`src/rtl/usb_reader_pkg.sv`:
```
// Shared types and constants for the USB staging-buffer reader.
package usb_reader_pkg;

  typedef enum logic [2:0] {
    StIdle,
    StHdr,
    StAddr,
    StLatch,
    StWaitTxe,
    StStrobe,
    StRecover
  } reader_state_e;

  localparam logic [7:0]  HDR_SYNC  = 8'hA5;
  localparam int unsigned HALF_SIZE = 512;

endpackage

```
`src/rtl/usb_buff_reader_if.sv`:
```
// Buffer read port plus FT245-style USB FIFO write pins.
interface usb_buff_reader_if #(
  parameter int unsigned ADDR_W = 10,
  parameter int unsigned DATA_W = 8
) ();

  logic [ADDR_W-1:0] raddr_usbbuff;
  logic              rclk_usbbuff;
  logic [DATA_W-1:0] q_usbbuff;
  logic              txe_n;
  logic              wr_n;
  logic [DATA_W-1:0] usb_data;

  modport master (
    output raddr_usbbuff, rclk_usbbuff, wr_n, usb_data,
    input  q_usbbuff, txe_n
  );

  modport slave (
    input  raddr_usbbuff, rclk_usbbuff, wr_n, usb_data,
    output q_usbbuff, txe_n
  );

endinterface

```
`src/rtl/usb_fifo_strobe.sv`:
```
// One-byte FIFO write engine: wait for TXE_N low, hold WR_N low WR_PULSE cycles, recover.
module usb_fifo_strobe
  import usb_reader_pkg::*;
#(
  parameter int unsigned DATA_W   = 8,
  parameter int unsigned WR_PULSE = 2
) (
  input  logic              clk,
  input  logic              rst_n,
  input  logic              start,
  input  logic [DATA_W-1:0] data,
  input  logic              txe_n,
  output logic              wr_n,
  output logic [DATA_W-1:0] usb_data,
  output logic              done
);

  localparam int unsigned CntW = (WR_PULSE > 1) ? $clog2(WR_PULSE) : 1;

  reader_state_e     state_q, state_d;
  logic [CntW-1:0]   cnt_q, cnt_d;
  logic              wr_n_q, wr_n_d;
  logic [DATA_W-1:0] data_q, data_d;

  always_comb begin
    state_d = state_q;
    cnt_d   = cnt_q;
    wr_n_d  = wr_n_q;
    data_d  = data_q;
    done    = 1'b0;
    unique case (state_q)
      StIdle: begin
        if (start) begin
          data_d  = data;
          state_d = StWaitTxe;
        end
      end
      StWaitTxe: begin
        if (!txe_n) begin
          wr_n_d  = 1'b0;
          cnt_d   = CntW'(WR_PULSE - 1);
          state_d = StStrobe;
        end
      end
      StStrobe: begin
        if (cnt_q == '0) begin
          wr_n_d  = 1'b1;
          state_d = StRecover;
        end else begin
          cnt_d = cnt_q - 1'b1;
        end
      end
      StRecover: begin
        done    = 1'b1;
        state_d = StIdle;
      end
      default: state_d = StIdle;
    endcase
  end

  always_ff @(posedge clk or negedge rst_n) begin
    if (!rst_n) begin
      state_q <= StIdle;
      cnt_q   <= '0;
      wr_n_q  <= 1'b1;
      data_q  <= '0;
    end else begin
      state_q <= state_d;
      cnt_q   <= cnt_d;
      wr_n_q  <= wr_n_d;
      data_q  <= data_d;
    end
  end

  assign wr_n     = wr_n_q;
  assign usb_data = data_q;

endmodule

```
`src/rtl/usb_buff_reader.sv`:
```
// Drains completed 512-byte halves of the USB staging buffer into an FT245-style FIFO.
// Define USB_HEADER_EN to prefix each half with 0xA5 and {half, frame counter}.
module usb_buff_reader
  import usb_reader_pkg::*;
#(
  parameter int unsigned ADDR_W     = 10,
  parameter int unsigned DATA_W     = 8,
  parameter int unsigned RD_LATENCY = 1,
  parameter int unsigned WR_PULSE   = 2
) (
  input  logic                clk,
  input  logic                rst_n,
  input  logic                ena,
  input  logic [1:0]          bufready,
  output logic                busy,
  output logic                overrun,
  usb_buff_reader_if.master   bus
);

  localparam int unsigned OFF_W = ADDR_W - 1;
`ifdef USB_HEADER_EN
  localparam bit HdrEn = 1'b1;
`else
  localparam bit HdrEn = 1'b0;
`endif

  reader_state_e     state_q, state_d;
  logic [1:0]        pend_q, pend_d, pend_clr, busy_mask;
  logic              half_q, half_d, last_q, last_d;
  logic [OFF_W-1:0]  offset_q, offset_d;
  logic [1:0]        lat_q, lat_d;
  logic              overrun_q, overrun_d;
  logic              start, done, sel_valid, sel_half;
  logic [DATA_W-1:0] tx_byte;
  logic              hdr_active, hdr_second;
  logic [DATA_W-1:0] hdr_byte;

  // Round-robin only matters when both halves are waiting.
  assign sel_valid = |pend_q;
  assign sel_half  = (&pend_q) ? ~last_q : pend_q[1];

  always_comb begin
    state_d  = state_q;
    half_d   = half_q;
    last_d   = last_q;
    offset_d = offset_q;
    lat_d    = lat_q;
    pend_clr = 2'b00;
    start    = 1'b0;
    tx_byte  = '0;
    case (state_q)
      StIdle: begin
        if (ena && sel_valid) begin
          pend_clr[sel_half] = 1'b1;
          half_d             = sel_half;
          last_d             = sel_half;
          lat_d              = '0;
          state_d            = HdrEn ? StHdr : StAddr;
        end
      end
      StHdr: begin
        if (ena) begin
          start   = 1'b1;
          tx_byte = hdr_byte;
          state_d = StWaitTxe;
        end
      end
      StAddr: begin
        if (ena) begin
          if (lat_q == 2'(RD_LATENCY - 1)) begin
            lat_d   = '0;
            state_d = StLatch;
          end else begin
            lat_d = lat_q + 1'b1;
          end
        end
      end
      StLatch: begin
        start   = 1'b1;
        tx_byte = bus.q_usbbuff;
        state_d = StWaitTxe;
      end
      StWaitTxe: begin
        if (done) begin
          if (hdr_active) begin
            state_d = hdr_second ? StAddr : StHdr;
          end else if (&offset_q) begin
            offset_d = '0;
            state_d  = StIdle;
          end else begin
            offset_d = offset_q + 1'b1;
            state_d  = StAddr;
          end
        end
      end
      default: state_d = StIdle;
    endcase
  end

  // Set has priority over the selection clear.
  assign busy_mask = (state_q != StIdle) ? (half_q ? 2'b10 : 2'b01) : 2'b00;
  assign pend_d    = (pend_q & ~pend_clr) | bufready;
  assign overrun_d = overrun_q | (|(bufready & (pend_q | busy_mask)));

`ifdef USB_HEADER_EN
  logic [6:0] frame_q, frame_d;
  logic       hdr_idx_q, hdr_idx_d, in_hdr_q, in_hdr_d;

  always_comb begin
    frame_d   = frame_q;
    hdr_idx_d = hdr_idx_q;
    in_hdr_d  = in_hdr_q;
    if (state_q == StIdle) hdr_idx_d = 1'b0;
    if (state_q == StHdr && ena) in_hdr_d = 1'b1;
    if (state_q == StWaitTxe && done && in_hdr_q) begin
      in_hdr_d = 1'b0;
      if (hdr_idx_q) frame_d = frame_q + 7'd1;
      else           hdr_idx_d = 1'b1;
    end
  end

  always_ff @(posedge clk or negedge rst_n) begin
    if (!rst_n) begin
      frame_q   <= '0;
      hdr_idx_q <= 1'b0;
      in_hdr_q  <= 1'b0;
    end else begin
      frame_q   <= frame_d;
      hdr_idx_q <= hdr_idx_d;
      in_hdr_q  <= in_hdr_d;
    end
  end

  assign hdr_active = in_hdr_q;
  assign hdr_second = hdr_idx_q;
  assign hdr_byte   = hdr_idx_q ? DATA_W'({half_q, frame_q}) : DATA_W'(HDR_SYNC);
`else
  assign hdr_active = 1'b0;
  assign hdr_second = 1'b0;
  assign hdr_byte   = '0;
`endif

  always_ff @(posedge clk or negedge rst_n) begin
    if (!rst_n) begin
      state_q   <= StIdle;
      pend_q    <= 2'b00;
      half_q    <= 1'b0;
      last_q    <= 1'b1;
      offset_q  <= '0;
      lat_q     <= '0;
      overrun_q <= 1'b0;
    end else begin
      state_q   <= state_d;
      pend_q    <= pend_d;
      half_q    <= half_d;
      last_q    <= last_d;
      offset_q  <= offset_d;
      lat_q     <= lat_d;
      overrun_q <= overrun_d;
    end
  end

  usb_fifo_strobe #(
    .DATA_W  (DATA_W),
    .WR_PULSE(WR_PULSE)
  ) u_strobe (
    .clk     (clk),
    .rst_n   (rst_n),
    .start   (start),
    .data    (tx_byte),
    .txe_n   (bus.txe_n),
    .wr_n    (bus.wr_n),
    .usb_data(bus.usb_data),
    .done    (done)
  );

  assign bus.raddr_usbbuff = {half_q, offset_q};
  assign bus.rclk_usbbuff  = clk;
  assign busy              = (state_q != StIdle);
  assign overrun           = overrun_q;

endmodule

```
`src/flat_wrapper.sv`:
```
// flat-port wrapper written by rule: the top's interface ports become plain ports
module usb_buff_reader_flat import usb_reader_pkg::*;
#(
  parameter int unsigned ADDR_W     = 10,
  parameter int unsigned DATA_W     = 8,
  parameter int unsigned RD_LATENCY = 1,
  parameter int unsigned WR_PULSE   = 2
)
  (clk, rst_n, ena, bufready, busy, overrun, bus_raddr_usbbuff, bus_rclk_usbbuff, bus_wr_n, bus_usb_data, bus_q_usbbuff, bus_txe_n);
  usb_buff_reader_if #(.ADDR_W(ADDR_W), .DATA_W(DATA_W)) bus_i ();
  input  logic clk;
  input  logic rst_n;
  input  logic ena;
  input  logic [1:0] bufready;
  output logic busy;
  output logic overrun;
  output wire logic [$bits(bus_i.raddr_usbbuff)-1:0] bus_raddr_usbbuff;
  output wire logic [$bits(bus_i.rclk_usbbuff)-1:0] bus_rclk_usbbuff;
  output wire logic [$bits(bus_i.wr_n)-1:0] bus_wr_n;
  output wire logic [$bits(bus_i.usb_data)-1:0] bus_usb_data;
  input wire logic [$bits(bus_i.q_usbbuff)-1:0] bus_q_usbbuff;
  input wire logic [$bits(bus_i.txe_n)-1:0] bus_txe_n;
  assign bus_raddr_usbbuff = bus_i.raddr_usbbuff;
  assign bus_rclk_usbbuff = bus_i.rclk_usbbuff;
  assign bus_wr_n = bus_i.wr_n;
  assign bus_usb_data = bus_i.usb_data;
  assign bus_i.q_usbbuff = bus_q_usbbuff;
  assign bus_i.txe_n = bus_txe_n;
  usb_buff_reader #(.ADDR_W(ADDR_W), .DATA_W(DATA_W), .RD_LATENCY(RD_LATENCY), .WR_PULSE(WR_PULSE)) u_core (.clk(clk), .rst_n(rst_n), .ena(ena), .bufready(bufready), .busy(busy), .overrun(overrun), .bus(bus_i));
endmodule
```
`config.mk`:
```
export PLATFORM = sky130hd
export DESIGN_NAME = usb_buff_reader_flat
export DESIGN_NICKNAME = d
export VERILOG_FILES = /design/src/rtl/usb_reader_pkg.sv /design/src/rtl/usb_buff_reader_if.sv /design/src/rtl/usb_fifo_strobe.sv /design/src/rtl/usb_buff_reader.sv /design/src/flat_wrapper.sv
export SDC_FILE = /design/constraint.sdc
export NUM_CORES = 1
export LEC_CHECK = 0
export CORE_ASPECT_RATIO = 1.1
export CORE_MARGIN = 5
export CORE_UTILIZATION = 50
export CTS_CLUSTER_SIZE = 30
export DETAILED_ROUTE_END_ITERATION = 8
export MAX_ROUTING_LAYER = met4
export PLACE_DENSITY = 0.88
export SYNTH_ARGS = -nofsm -noshare
export SYNTH_HDL_FRONTEND = slang
export SYNTH_SLANG_ARGS = --single-unit
```
`constraint.sdc`:
```
create_clock -name clk -period 3.1 [get_ports clk]
set_input_delay 0.62 -clock clk [delete_from_list [all_inputs] [get_ports clk]]
set_output_delay 0.62 -clock clk [all_outputs]
set_load 0.02 [all_outputs]
```
==> results of run 1 <==
==> metrics by stage <==
stage	util (%)	worst slack, ns	area [sq um]
after detailed placement	62.9	0.422	1890
after global routing	65.4	0.163	1960
after global placement	62.9	0.422	1890
after CTS	65.4	0.174	1960
final	65.4	0.184	1960
after floorplan	-	0.796	1540
==> cell type report <==
cell class,instances,area share (%)
flip-flops and latches,32,41.0
multi-input cells,99,33.5
repair buffers,35,17.8
clock buffers,11,3.96
well taps,34,2.17
inverters,7,1.34
clock inverters,1,0.256
==> placed cells by master, fill, tap and decap left out, drive strengths merged, types with 2 or more instances in the layout <==
cell type / count
nor4b: 2
nor2b: 3
a221o: 2
a21o: 5
dfrtp: 30
o31ai: 2
clkbuf: 10
nor3: 4
clkdlybuf4s50: 35
nand2: 15
nor3b: 2
inv: 7
nand3: 3
nand2b: 2
a21oi: 4
nor2: 10
a22o: 8
nor4: 4
ha: 4
o21ai: 12
dfstp: 2
==> registers in the layout, indices dropped and copies added (netlist names) <==
signal / count
u_core.offset_q: 9
u_core.half_q: 1
u_core.last_q: 1
u_core.u_strobe.state_q: 3
u_core.overrun: 1
u_core.u_strobe.usb_data: 8
u_core.lat_q: 2
u_core.u_strobe.wr_n: 1
u_core.state_q: 3
u_core.u_strobe.cnt_q: 1
u_core.pend_q: 2
==> worst min path at each step <==
stage                               start                          to  cells past startpoint  slack, ns
floorplan                           rst_n               u_core.half_q                      0       0.32
global placement    u_core.u_strobe.cnt_q  u_core.u_strobe.state_q[1]                      1       0.47
detailed placement   u_core.u_strobe.wr_n        u_core.u_strobe.wr_n                      2       0.48
CTS                         u_core.last_q               u_core.last_q                      2       0.50
global route         u_core.u_strobe.wr_n        u_core.u_strobe.wr_n                      2       0.51
finish              u_core.u_strobe.cnt_q  u_core.u_strobe.state_q[1]                      1       0.49
==> critical path: stages <==
cell and delay (ns):
clkbuf_4 0.10, clkbuf_4 0.12, clkdlybuf4s50_1 0.52
==> routing by layer <==
metal	GRT usage, %	share of wire (%)
met1	17.2	38
met2	29.7	53
met3	6.40	5.4
met4	12.7	3.4
met5	-	0
==> kinds of logic (layout without fill, tap and decap cells) <==
kind of cell | Yosys count | count (layout) | synth area share, %
adder cells (fa/ha/maj) | 4 | 4 | 3.25
AND/OR/NAND/NOR | 54 | 54 | 19.5
buffers and inverters | 14 | 54 | 5.13
flip-flops | 32 | 32 | 52.2
multiplexers | 2 | 2 | 1.38
AO/OA/AOI/OAI | 39 | 39 | 18.5
==> power by group <==
group	internal, W	switching (W)
clock network	0.000153	0.000163
registers	0.000554	0.000122
logic	0.000285	0.000288
total	0.000991	0.000573
==> impl_metrics.ini, run 1 <==
[critical_path]
r2r-start = u_core.offset_q[0]
r2r_end = u_core.offset_q[7]
crit_path_end_kind = output port
worst-r2r-cell-count = 8
critPathCapture = bus_rclk_usbbuff
rrSetupSlack_ns = 0.93
crit_required_ns = 2.48
cp-startpoint = clk
cp-start-kind = clock port
critPathMaxFanout = 2
arrival_ns = 2.30
crit_type = clock port to output port

[flow_run]
drv_cap = 0

[synth]
syn_inst = 145
yosysSeqAreaShare_pct = 52.2
yosysUniqueCellTypes = 44
synth_fp_nets = 163
yosys.cell_count.top_type = dfrtp_1
synth-edff-count = 0
syn_avg_cell_area_sq_um = 10.6
ys_ff_latch = 32
synthFlopType = dfrtp_1
netlist_area_sq_mm = 0.00154
async_flop_share_pct = 100
yosysTopAreaCell = dfrtp_1
ys_warn_count = 0
synthTopCellsByArea = dfrtp_1 49%, a22o_1 4.6%, o21ai_0 3.9%
synth_common_cells = 30 x dfrtp_1, 15 x nand2_1, 12 x o21ai_0
synth_top_area_share_pct = 48.8

[final_layout]
drive_gt1_share_pct = 11.9
fin_cells = 219
finalNetCount = 202
regArea_sq_um = 803
n_fill_cell = 243
area_growth_pct = 27.3
antenna_cells = 0
multi_input_area_sq_um = 656

[placement]
dp_hpwl_um = 2430
gp_congestion = 0.763
dp_cells = 208
io_buffers = 35

[timing]
worst_pin_slew_ns = 0.700
drv_slew = 0
hold_violations = 0
setup_viol = 0
whs_ns = 0.493
rsz0062_at_grt = no
finalClockSkew_ns = 0.0147
slew_headroom_pct = 52.9
finalSetupTns_ns = 0

[route]
detail-route-antenna-nets = 0
vias_per_cell = 5.68
wire_per_inst_um = 14.9
drc = 0
num_vias = 1244
dr.pass1.iters = 4
wl_um = 3260
drtIter0Drc = 44

[pwr]
power_density_mw_per_mm2 = 799
ir_drop_mv = 0.554
p_leak_nw = 0.861
power_w = 0.00156

[floorplan]
floorplan.die.width_um = 62.9
dieHeight_um = 68.2
rows = 21
ios = 36
start_util_pct = 51.3
core_region_area_sq_mm = 0.00300
die-area_sq_mm = 0.00429

[status]
outcome = complete, no violations

[global_route]
grt_pass1_vias = 1275
overflow = 0
grt_max_degree = 33
grt_pass1_wl_um = 5560
antenna_found_initial = 0
track_usage_pct = 17.8

[clock_tree]
cts_resized = 0
post-cts-setup-buffers = 0
clk_latency_ns = 0.44
ctsHoldBuffers = 0
clk_pin_slew_ns = 0.09
cts_tree = yes

[min_path]
hold_class = flip-flop to flip-flop
No activity file was read; power rests on OpenSTA's default activity.
==> run 2, diff against run 1 <==
--- a/config.mk
+++ b/config.mk
@@ -11,7 +11,8 @@
 export CTS_CLUSTER_SIZE = 30
 export DETAILED_ROUTE_END_ITERATION = 8
 export MAX_ROUTING_LAYER = met4
-export PLACE_DENSITY = 0.88
+export PLACE_DENSITY = 0.87
 export SYNTH_ARGS = -nofsm -noshare
 export SYNTH_HDL_FRONTEND = slang
+export SYNTH_HIERARCHICAL = 1
 export SYNTH_SLANG_ARGS = --single-unit
==> run 2 against run 1 <==
Compared with the run above: synthesized cell count up 4.1%; routed wire length up 6.2%; utilization down 1.3 points; cell count up 3.2%; power down 0.99%; design area up 8.1%; worst setup slack worse by 0.021 ns; global-route usage about the same; count of clock-buffer cells in the layout up 1; worst hold slack better by 0.015 ns; critical endpoint unchanged.
==> impl_metrics.ini, run 2 <==
[status]
outcome = complete, no violations

[synth]
synthTopCellsByArea = dfrtp_1 45%, mux2_2 6.0%, dfstp_2 3.1%
yosys.cell_count.top_type = dfrtp_1
synth_fp_nets = 169
async_flop_share_pct = 100
synth-edff-count = 0
yosysSeqAreaShare_pct = 47.6
netlist_area_sq_mm = 0.00169
synthFlopType = dfrtp_1
ys_warn_count = 6
syn_avg_cell_area_sq_um = 11.2
synth_top_area_share_pct = 44.5
yosysUniqueCellTypes = 44
syn_inst = 151
ys_ff_latch = 32
synth_common_cells = 30 x dfrtp_1, 9 x inv_1, 9 x mux2_2
yosysTopAreaCell = dfrtp_1

[floorplan]
ios = 36
start_util_pct = 51.1
rows = 22
die-area_sq_mm = 0.00464
dieHeight_um = 70.9
floorplan.die.width_um = 65.4
core_region_area_sq_mm = 0.00330

[placement]
io_buffers = 35
gp_congestion = 0.737
dp_hpwl_um = 2500
detailed_place.area_sq_mm = 0.00203

[route]
wl_um = 3460
vias_per_cell = 5.83
dr.pass1.iters = 4
drc = 0
wire_per_inst_um = 15.3
detail-route-antenna-nets = 0
drtIter0Drc = 95
num_vias = 1318

[global_route]
antenna_found_initial = 0
track_usage_pct = 17.7
grt_max_degree = 33
grt_pass1_vias = 1340
grt_pass1_wl_um = 5990
overflow = 0

[clock_tree]
post-cts-setup-buffers = 0
ctsHoldBuffers = 0
clk_latency_ns = 0.44
cts_resized = 0
cts_tree = yes
clk_pin_slew_ns = 0.09

[timing]
worst_pin_slew_ns = 0.535
slew_headroom_pct = 64.2
whs_ns = 0.508
rsz0062_at_grt = no
finalSetupTns_ns = 0
finalClockSkew_ns = 0.0106
hold_violations = 0
setup_viol = 0
drv_slew = 0

[final_layout]
largest_register_ff_count = 9
final_cell_area_sq_mm = 0.00212
fin_util_pct = 64.1
regMostFlops = u_core/offset_q
area_growth_pct = 25.4
layout_commonest_cell = clkdlybuf4s50_1
regArea_sq_um = 803
final_cell_mix = 35 x clkdlybuf4s50_1, 30 x dfrtp_1, 9 x inv_1, 9 x mux2_2
finalNetCount = 207
multi_input_area_sq_um = 795
drive_gt1_share_pct = 16.3
antenna_cells = 0
n_fill_cell = 272

[critical_path]
rrSetupSlack_ns = 1.05
cp_slowest_stage_delay_ns = 0.53
crit_type = clock port to output port
cp-start-kind = clock port
crit_required_ns = 2.48
arrival_ns = 2.32
crit_family = buffers and inverters
critPathMaxFanout = 2
timing.critical_path.cells = clkbuf_4 -> clkbuf_4 -> clkdlybuf4s50_1
crit_path_end_kind = output port
slowest_stage = clkdlybuf4s50_1
crit_buf_inv = 3
crit_top_cell = clkbuf_4

[pwr]
ir_drop_mv = 0.492
power_density_mw_per_mm2 = 732
p_leak_nw = 0.896

[min_path]
hold_class = flip-flop to flip-flop

[flow_run]
drv_cap = 0
-- run 2: cell types whose count changed in the layout (fill, tap and decap cells not counted), moves of 7 or more --
cell and change:
a22o_1 -8, and2_1 +8, mux2_2 +8, nand2_1 -7, nor2_1 -7
-- run 2: stage by stage --
stage	setup WS (ns)	instances	total power [W]
3_5_place_dp	0.422	215	0.00126
4_1_cts	0.147	226	0.00157
3_3_place_gp	0.422	215	0.00123
5_1_grt	0.143	226	0.00165
6_report	0.163	226	0.00155
2_1_floorplan	0.796	151	0.00106
-- run 2: worst paths after layout --
check                                            start                           to  cells past startpoint
setup / recovery                                   clk             bus_rclk_usbbuff                      3
hold / removal             u_core/u_strobe/usb_data[1]  u_core/u_strobe/usb_data[1]                      1
setup reg to reg                     u_core/state_q[1]  u_core/u_strobe/usb_data[5]                      4
hold reg to reg            u_core/u_strobe/usb_data[1]  u_core/u_strobe/usb_data[1]                      1
max in group asynchronous                        rst_n                u_core/last_q                      2
min in group asynchronous                        rst_n           u_core/offset_q[5]                      2
-- run 2: area by class of cell --
| type | instances | area share [%] |
|---|---|---|
| tap | 36 | 2.13 |
| sequential | 32 | 38.0 |
| multi-input combinational | 102 | 37.6 |
| timing repair buffer | 35 | 16.4 |
| inverter | 9 | 1.60 |
| clock buffer | 12 | 4.32 |
-- run 2: cells by family after synthesis --
logic type	count (synthesis)	share of synthesized area [%]
simple gates	53	22.8
compound gates	36	15.4
flops	32	47.6
buf+inv	17	5.27
mux	9	6.01
fa+ha+maj	4	2.97
-- run 2: layer usage --
metal	share of wire [%]	GRT usage, %	routed length (um)
met1	41	19.1	1410
met2	51	28.2	1760
met3	6.9	6.03	240
met4	1.4	10.1	49
met5	0	-	0
-- run 2: power breakdown --
| group | internal, W | total, W | switching [W] |
|---|---|---|---|
| Clock | 0.000177 | 0.000346 | 0.000169 |
| Sequential | 0.000534 | 0.000677 | 0.000143 |
| Combinational | 0.000289 | 0.000526 | 0.000236 |
| Total | 0.00100 | 0.00155 | 0.000549 |
==> run 3, diff against run 2 <==
--- a/config.mk
+++ b/config.mk
@@ -7,11 +7,11 @@
 export LEC_CHECK = 0
 export CORE_ASPECT_RATIO = 1.1
 export CORE_MARGIN = 5
-export CORE_UTILIZATION = 50
+export CORE_UTILIZATION = 54
 export CTS_CLUSTER_SIZE = 30
 export DETAILED_ROUTE_END_ITERATION = 8
 export MAX_ROUTING_LAYER = met4
-export PLACE_DENSITY = 0.87
+export PLACE_DENSITY = 0.92
 export SYNTH_ARGS = -nofsm -noshare
 export SYNTH_HDL_FRONTEND = slang
 export SYNTH_HIERARCHICAL = 1
==> run 3 against run 2 <==
Compared with the run above: first-iteration DRC count fell by 46%; critical path depth did not move; cell count fell by 0.88%; clock power rose by 31%; register-to-register slack got worse by 0.09 ns; via count rose by 0.23%; combinational power rose by 1%; count of clock-buffer cells in the layout fell by 1; worst setup slack improved by 0.022 ns; utilization rose by 7.1 points; critical path type unchanged.
==> impl_metrics.ini, run 3 (synthesized netlist as in run 2, its figures left out) <==
[floorplan]
ios = 36
die-area_sq_mm = 0.00434
core_region_area_sq_mm = 0.00302
rows = 21
dieHeight_um = 68.6
start_util_pct = 55.8
floorplan.die.width_um = 63.3

[timing]
drv_slew = 0
finalSetupTns_ns = 0
rsz0062_at_grt = no
slew_headroom_pct = 63.3
worst_pin_slew_ns = 0.548
hold_violations = 0
finalClockSkew_ns = 0.0123
setup_viol = 0

[route]
wire_per_inst_um = 16.2
detail-route-antenna-nets = 0
vias_per_cell = 5.90
num_vias = 1321
drtIter0Drc = 51
drc = 0
wl_um = 3620
dr.pass1.iters = 4

[final_layout]
fin_cells = 224
layout_commonest_cell = clkdlybuf4s50_1
regMostFlops = u_core/offset_q
antenna_cells = 0
area_growth_pct = 27.4
final_cell_mix = 35 x clkdlybuf4s50_1, 30 x dfrtp_1, 9 x inv_1, 9 x mux2_2
drive_gt1_share_pct = 17.4
largest_register_ff_count = 9
finalNetCount = 207

[min_path]
min_from = u_core/overrun
whs_path_depth = 2
hold-path-endpoint = u_core/overrun
hold_class = flip-flop to flip-flop

[critical_path]
timing.critical_path.cells = clkbuf_4 -> clkbuf_4 -> clkdlybuf4s50_1
worst-r2r-cell-count = 4
rrSetupSlack_ns = 0.96
crit_required_ns = 2.48
crit_top_cell = clkbuf_4
arrival_ns = 2.29
cp_slowest_stage_delay_ns = 0.52
crit_type = clock port to output port
slowest_stage = clkdlybuf4s50_1
crit_path_end_kind = output port
cp-start-kind = clock port
crit_buf_inv = 3
crit_family = buffers and inverters
r2r-start = u_core/state_q[1]
critPathMaxFanout = 2
r2r_end = u_core/u_strobe/usb_data[6]

[placement]
dp_cells = 213
dp_hpwl_um = 2620
gp_congestion = 0.815
io_buffers = 35

[clock_tree]
ctsHoldBuffers = 0
post-cts-setup-buffers = 0
clk_pin_slew_ns = 0.10
cts_resized = 0
clk_latency_ns = 0.45
cts_tree = yes

[pwr]
ir_drop_mv = 0.605
p_leak_nw = 0.915
power_density_mw_per_mm2 = 775

[global_route]
grt_pass1_vias = 1432
overflow = 0
grt_max_degree = 33
antenna_found_initial = 0
track_usage_pct = 19.3
grt_pass1_wl_um = 6370

[flow_run]
drv_cap = 0

[status]
outcome = complete, no violations
## run 3: cell count changes in the layout (fill, tap and decap cells not counted)
| cell | previous run | this run |
|---|---|---|
| clkbuf_1 | 2 | 0 |
| clkbuf_8 | 1 | 2 |
| bufinv_16 | 0 | 1 |
## run 3: through the flow
| step | cell area [sq um] | power [W] | setup WS (ns) | util [%] | hold WS (ns) |
|---|---|---|---|---|---|
| final | 2150 | 0.00167 | 0.185 | 71.1 | 0.512 |
| after global placement | 2030 | 0.00122 | 0.422 | 67.2 | 0.476 |
| after global routing | 2150 | 0.00178 | 0.159 | 71.1 | 0.540 |
| after CTS | 2150 | 0.00168 | 0.176 | 71.1 | 0.520 |
| after floorplan | 1690 | 0.00106 | 0.796 | - | 0.324 |
| after detailed placement | 2030 | 0.00126 | 0.405 | 67.2 | 0.497 |
## run 3: power breakdown
group / switching [W] / internal, W / total [W]
Sequential: 0.000147 / 0.000534 / 0.000681
Combinational: 0.000243 / 0.000289 / 0.000532
Clock: 0.000176 / 0.000279 / 0.000454
Total: 0.000565 / 0.00110 / 0.00167
## run 3: metal layers
metal | track usage (%) | up-vias | wire length [um] | part of all wire, %
met5 | - | - | 0 | 0
met4 | 8.57 | 0 | 63 | 1.7
met3 | 6.48 | 10 | 202 | 5.6
met2 | 31.8 | 49 | 1900 | 52
met1 | 21.8 | 637 | 1450 | 40
li1 | - | 625 | - | -
## run 3: tightest hold or removal path, stage by stage (launching register included)
cell and delay, ns:
dfrtp_1 0.36, a21oi_1 0.04, o211ai_1 0.07
## run 3: how the worst max path moves through the flow
stage          start                          end  slack [ns]  cells past startpoint
3_3_place_gp     clk             bus_rclk_usbbuff        0.42                      1
2_1_floorplan    clk             bus_rclk_usbbuff        0.80                      1
6_report         clk             bus_rclk_usbbuff        0.19                      3
5_1_grt          clk             bus_rclk_usbbuff        0.16                      3
4_1_cts          clk             bus_rclk_usbbuff        0.18                      3
3_5_place_dp     ena  u_core/u_strobe/usb_data[3]        0.41                      5
## run 3: final cells by class
cell class / instances / area [sq um]
inverter: 9 / 33.8
tap: 34 / 42.5
clock buffer: 11 / 97.6
multi-input combinational: 102 / 795
fill: 198 / 872
timing repair buffer: 35 / 348
sequential: 32 / 803
clock inverter: 1 / 30.0
